$ cat config.mk
export PLATFORM = sky130hd
export DESIGN_NAME = cash_ledger
export DESIGN_NICKNAME = d
export VERILOG_FILES = /design/src/rtl/cash_pkg.sv /design/src/rtl/cash_check.sv /design/src/rtl/cash_ledger.sv
export SDC_FILE = /design/constraint.sdc
export NUM_CORES = 1
export LEC_CHECK = 0
export ABC_AREA = 0
export CAP_MARGIN = 0
export CORE_ASPECT_RATIO = 0.8
export CORE_MARGIN = 2
export CORE_UTILIZATION = 36
export CTS_CLUSTER_SIZE = 20
export DETAILED_ROUTE_END_ITERATION = 6
export GPL_TIMING_DRIVEN = 0
export HOLD_SLACK_MARGIN = 0.12
export SYNTH_ARGS = -nofsm -noshare
export SYNTH_HDL_FRONTEND = slang
export SYNTH_SLANG_ARGS = --single-unit
export TNS_END_PERCENT = 5
$ cat constraint.sdc
create_clock -name clock -period 4.7 [get_ports clock]
set_clock_uncertainty 0.1 [all_clocks]
set_input_delay 0.47 -clock clock [delete_from_list [all_inputs] [get_ports clock]]
set_output_delay 0.47 -clock clock [all_outputs]
set_load 0.01 [all_outputs]
$ cat src/rtl/cash_pkg.sv
// Shared types for the cash ledger: operation encoding, error codes and FSM states.
package cash_pkg;

    // Encoding is {mode, func} so the request fields cast directly onto it.
    typedef enum logic [1:0] {
        PURCHASE = 2'b00,
        CHARGE   = 2'b01,
        DEPOSIT  = 2'b10,
        RECEIVE  = 2'b11
    } op_e;

    localparam logic [1:0] ERR_OK       = 2'd0;
    localparam logic [1:0] ERR_INSUF    = 2'd1;
    localparam logic [1:0] ERR_OVF      = 2'd2;
    localparam logic [1:0] ERR_BAD_ACCT = 2'd3;

    typedef enum logic [1:0] {
        IDLE,
        EXEC,
        RESP
    } state_e;

endpackage

$ cat src/rtl/cash_check.sv
// Combinational transaction evaluator: applies the prioritised checks and
// produces the candidate new balances, which equal the old ones on any failure.
module cash_check
    import cash_pkg::*;
#(
    parameter int AMT_W = 11,
    parameter int BAL_W = 16
) (
    input  op_e              i_op,
    input  logic [AMT_W-1:0] i_amount,
    input  logic [BAL_W-1:0] i_custBal,
    input  logic [BAL_W-1:0] i_machBal,
    input  logic             i_acctOob,
    output logic             o_ok,
    output logic [1:0]       o_err,
    output logic [BAL_W-1:0] o_newCust,
    output logic [BAL_W-1:0] o_newMach
);

    logic [BAL_W-1:0] w_amt;
    logic [BAL_W:0]   w_custSum;
    logic [BAL_W:0]   w_machSum;

    // Sums carry one extra bit so the top bit flags an overflow without wrapping.
    assign w_amt     = BAL_W'(i_amount);
    assign w_custSum = {1'b0, i_custBal} + {1'b0, w_amt};
    assign w_machSum = {1'b0, i_machBal} + {1'b0, w_amt};

    always_comb begin
        o_err     = ERR_OK;
        o_newCust = i_custBal;
        o_newMach = i_machBal;
        case (i_op)
            PURCHASE: begin
                if (i_acctOob)
                    o_err = ERR_BAD_ACCT;
                else if (i_custBal < w_amt)
                    o_err = ERR_INSUF;
                else if (w_machSum[BAL_W])
                    o_err = ERR_OVF;
                else begin
                    o_newCust = i_custBal - w_amt;
                    o_newMach = w_machSum[BAL_W-1:0];
                end
            end
            CHARGE: begin
                if (i_acctOob)
                    o_err = ERR_BAD_ACCT;
                else if (w_custSum[BAL_W])
                    o_err = ERR_OVF;
                else
                    o_newCust = w_custSum[BAL_W-1:0];
            end
            RECEIVE: begin
                if (i_machBal < w_amt)
                    o_err = ERR_INSUF;
                else
                    o_newMach = i_machBal - w_amt;
            end
            DEPOSIT: begin
                if (w_machSum[BAL_W])
                    o_err = ERR_OVF;
                else
                    o_newMach = w_machSum[BAL_W-1:0];
            end
            default: o_err = ERR_OK;
        endcase
        o_ok = (o_err == ERR_OK);
    end

endmodule

$ cat src/rtl/cash_ledger.sv
// Multi-account cash ledger: one transaction per valid/ready request, evaluated
// in EXEC and reported by a one-cycle result strobe in RESP.
module cash_ledger
    import cash_pkg::*;
#(
    parameter int NUM_ACCOUNTS = 4,
    parameter int AMT_W        = 11,
    parameter int BAL_W        = 16,
    localparam int ACCT_W      = (NUM_ACCOUNTS > 1) ? $clog2(NUM_ACCOUNTS) : 1
) (
    input  logic              clock,
    input  logic              reset_n,
    input  logic              req_valid,
    output logic              req_ready,
    input  logic              mode,
    input  logic              func,
    input  logic [ACCT_W-1:0] acct,
    input  logic [AMT_W-1:0]  amount,
    output logic              res_valid,
    output logic              res,
    output logic [1:0]        err,
    output logic [BAL_W-1:0]  bal_out,
    output logic [BAL_W-1:0]  mach_balance
);

    state_e            r_state;
    op_e               r_op;
    logic [ACCT_W-1:0] r_acct;
    logic [AMT_W-1:0]  r_amount;
    logic [BAL_W-1:0]  r_cust [NUM_ACCOUNTS];
    logic [BAL_W-1:0]  r_mach;
    logic              r_reqReady;
    logic              r_resValid;
    logic              r_res;
    logic [1:0]        r_err;
    logic [BAL_W-1:0]  r_balOut;

    logic              w_custMode;
    logic              w_acctOob;
    logic [BAL_W-1:0]  w_custBal;
    logic              w_ok;
    logic [1:0]        w_err;
    logic [BAL_W-1:0]  w_newCust;
    logic [BAL_W-1:0]  w_newMach;

    assign w_custMode = (r_op == PURCHASE) || (r_op == CHARGE);
    assign w_acctOob  = (32'(r_acct) >= NUM_ACCOUNTS);

    // An out-of-range index reads as zero; the evaluator rejects it anyway.
    always_comb begin
        w_custBal = '0;
        if (!w_acctOob)
            w_custBal = r_cust[r_acct];
    end

    cash_check #(
        .AMT_W (AMT_W),
        .BAL_W (BAL_W)
    ) u_check (
        .i_op      (r_op),
        .i_amount  (r_amount),
        .i_custBal (w_custBal),
        .i_machBal (r_mach),
        .i_acctOob (w_acctOob),
        .o_ok      (w_ok),
        .o_err     (w_err),
        .o_newCust (w_newCust),
        .o_newMach (w_newMach)
    );

    always_ff @(posedge clock or negedge reset_n) begin
        if (!reset_n) begin
            r_state    <= IDLE;
            r_op       <= PURCHASE;
            r_acct     <= '0;
            r_amount   <= '0;
            r_mach     <= '0;
            r_reqReady <= 1'b1;
            r_resValid <= 1'b0;
            r_res      <= 1'b0;
            r_err      <= ERR_OK;
            r_balOut   <= '0;
            for (int i = 0; i < NUM_ACCOUNTS; i++)
                r_cust[i] <= '0;
        end else begin
            case (r_state)
                IDLE: begin
                    if (req_valid && r_reqReady) begin
                        r_op       <= op_e'({mode, func});
                        r_acct     <= acct;
                        r_amount   <= amount;
                        r_reqReady <= 1'b0;
                        r_state    <= EXEC;
                    end
                end
                EXEC: begin
                    r_resValid <= 1'b1;
                    r_res      <= w_ok;
                    r_err      <= w_err;
                    r_balOut   <= w_custMode ? w_newCust : w_newMach;
                    // Both sides of a purchase commit on the same edge, or neither does.
                    if (w_ok) begin
                        r_mach <= w_newMach;
                        for (int i = 0; i < NUM_ACCOUNTS; i++)
                            if (w_custMode && (ACCT_W'(i) == r_acct))
                                r_cust[i] <= w_newCust;
                    end
                    r_state <= RESP;
                end
                RESP: begin
                    r_resValid <= 1'b0;
                    r_reqReady <= 1'b1;
                    r_state    <= IDLE;
                end
                default: begin
                    r_reqReady <= 1'b1;
                    r_resValid <= 1'b0;
                    r_state    <= IDLE;
                end
            endcase
        end
    end

    assign req_ready    = r_reqReady;
    assign res_valid    = r_resValid;
    assign res          = r_res;
    assign err          = r_err;
    assign bal_out      = r_balOut;
    assign mach_balance = r_mach;

endmodule

==> results.cfg <==
[status]
status = finished, final reports clean

[timing]
setup_viol = 0
min_period_ns = 4.665
hold_viol = 0
worst_slew_pin_slew_ns = 1.431
relSlewSlack = 0.04337
fin_ws_ns = 0.03457
rsz0062_at_grt = true
slew_violations = 0
whs_ns = 0.3777
fin_crit_sh = 0.9926
fmax_ghz = 0.2143
setup_tns_ns = 0

[grt]
grt.total_usage = 0.2269
overflow = 0
grt_pass1_wl_um = 42590
grt_pass1_vias = 7161
antenna_found_initial = 0
grt_max_degree = 73

[clock_tree]
cts_root_buffer = clkbuf_16
htree_levels = 4
clkTransAtPathRegs_ns = 0.06
cts_buffer_depth = 2
cts.sinks = 118
clkLatencyLatePin_ns = 0.43
cts_buffers = 17
cts_tree = yes

[floorplan]
die_h_um = 140.3
initial_core_util = 0.3694
ioPinCount = 55
dieArea_um2 = 24460
num_rows = 49
core_um2 = 22620
die_w_um = 174.3

[yosys]
syn_area_um2 = 8357
synthCells = 886
synthArstFlopShare = 1.000
synth_area_leaders = dfrtp_1 (35%), ha_1 (6.9%), mux2_1 (4.2%), mux4_2 (4.0%), nand2_1 (3.3%)
syn_nets = 954
yosysUniqueCellTypes = 82
avgSynthCellArea_um2 = 9.432
ys_seq_area_frac = 0.3535
yosysTopAreaCellShare = 0.3504
synth-seq-cells = 118
yosysTopAreaCell = dfrtp_1
synth-edff-count = 0
ys_warn_count = 0
ys.flop_type = dfrtp_1

[setup_path]
cp_max_fo = 10
r2r-start = r_amount[2]
critical-path-slowest-cell = a2111oi_1
path_delay_family = compound AO/OA/AOI/OAI gates
worstSetupEndpointType = register
worstPathArrival_ns = 4.87
cp_num_buf_inv = 3
crit_path_start_kind = register
reg2reg_to = r_cust[11]
critPathKind = register to register
reg2reg_depth = 11
crit_required_ns = 4.91
rrSetupSlack_ns = 0.03
crit_path_cell_trace = inv_1, ha_1, clkbuf_1, nor2b_1, o2111ai_2, nand3_1, a2111oi_1, nor3_4, nand4_4, buf_2, mux2_2
cp_slowest_stage_delay_ns = 1.33

[flow_run]
drv_cap = 0

[drt]
drt_iter0_markers = 880
drt_drc_violations_left = 0
drt-total-wl_um = 26810
num_vias = 7420
drt_pass1_iterations = 5
postRouteAntennaNets = 0
wl_per_cell_um = 20.89
routed_via_density = 5.783

[worst_hold_path]
hp-class = register to register
whs_path_depth = 2
min_from = err[1]
worstHoldEndpoint = err[1]

[cells_and_area]
layout_commonest_cell = dfrtp_1
drive_gt1_frac = 0.1228
antenna_cells = 0
areaGrowthSynthToFinish_pct = 21.70
fin_nets = 1032
final_cell_mix = dfrtp_1 (117), nand2_1 (74), nor2_1 (68)
layout.cells.non_filler = 1283

[place]
port-buffer-count = 54
gp_congestion = 0.9357
dpl.cell_count = 1248
dp_hpwl_um = 20510
place_ws_ns = -0.6131
## area by class of cell
class                   count  area (µm²)
flip-flops and latches    118        2954
well taps                 306       382.9
fillers                  2161       12450
clock buffers              17       425.4
plain buffers              45       209.0
clock inverters            15       241.5
repair buffers             59       605.6
inverters                  44       165.2
multi-input cells         679        5186
## metal layers
| layer | wire, µm | GRT usage | up-vias | share of wire |
|---|---|---|---|---|
| li1 | - | - | 3467 | - |
| met1 | 13380 | 0.3503 | 3636 | 0.50 |
| met2 | 10990 | 0.3191 | 293 | 0.41 |
| met3 | 2173 | 0.05103 | 24 | 0.081 |
| met4 | 266 | 0.04954 | 0 | 0.0099 |
| met5 | 0 | 0 | - | 0 |
## synthesized netlist by cell type (10+ instances only)
library cell and instances:
mux4_2 15, o21ai_0 55, a21oi_1 47, o211ai_1 11, dfrtp_1 117, clkbuf_1 32
ha_1 46, inv_1 44, xnor2_1 17, mux2_1 31, nor2b_1 11, and3_1 14
mux2_2 17, and2_1 13, nor2_1 68, o21a_1 10, a211o_1 10, nand2_1 74
a21o_1 11, a211oi_1 15, nor4_1 10, nor3_1 29, nand3_1 23
## worst max path at each step
stage,start,end,cells after the start
detailed placement,r_acct[0],r_cust[43],15
floorplan,r_acct[0],r_cust[56],13
finish,r_amount[2],r_cust[11],11
global placement,reset_n,mach_balance[11],1
CTS,r_acct[0],r_cust[18],11
global route,r_acct[0],r_cust[60],13
## registers in the layout, summed over array words and instances, names as in the netlist
name,count
r_cust,64
req_ready,1
r_acct,2
bal_out,16
r_amount,11
res,1
mach_balance,16
res_valid,1
r_op,2
r_state,2
err,2
## per-stage QoR
step                cell area, µm²  utilization
floorplan                     8357            -
global placement              9280       0.4102
detailed placement            9326       0.4123
CTS                          10050       0.4441
global route                 10170       0.4495
finish                       10170       0.4495
## cells by family after synthesis
group	after synthesis	synth area share
buffers and inverters	89	0.04387
XOR/XNOR	22	0.02306
AO/OA/AOI/OAI	251	0.2099
AND/OR/NAND/NOR	286	0.1771
adder cells (fa/ha/maj)	50	0.07846
multiplexers	70	0.1141
flip-flops	118	0.3535
## what timing repair did
action,4_1_cts,5_1_grt
resized for setup,11,20
setup endpoints to repair,96,94
hold buffers,1,0
setup buffers,0,2
pin swaps,0,3
endpoints found under the hold margin,45,0
gates cloned,0,0
## worst register-to-register path: stages, from the launching register on
cell and delay (ns):
dfrtp_1 0.41, inv_1 0.14, ha_1 0.24, clkbuf_1 0.19, nor2b_1 0.20, o2111ai_2 0.32
nand3_1 0.35, a2111oi_1 1.33, nor3_4 0.30, nand4_4 0.24, buf_2 0.34, mux2_2 0.38
Power is left out: the tool's default activity adds up to more than one toggle a clock period on the data nets, which glitch-free logic cannot reach.
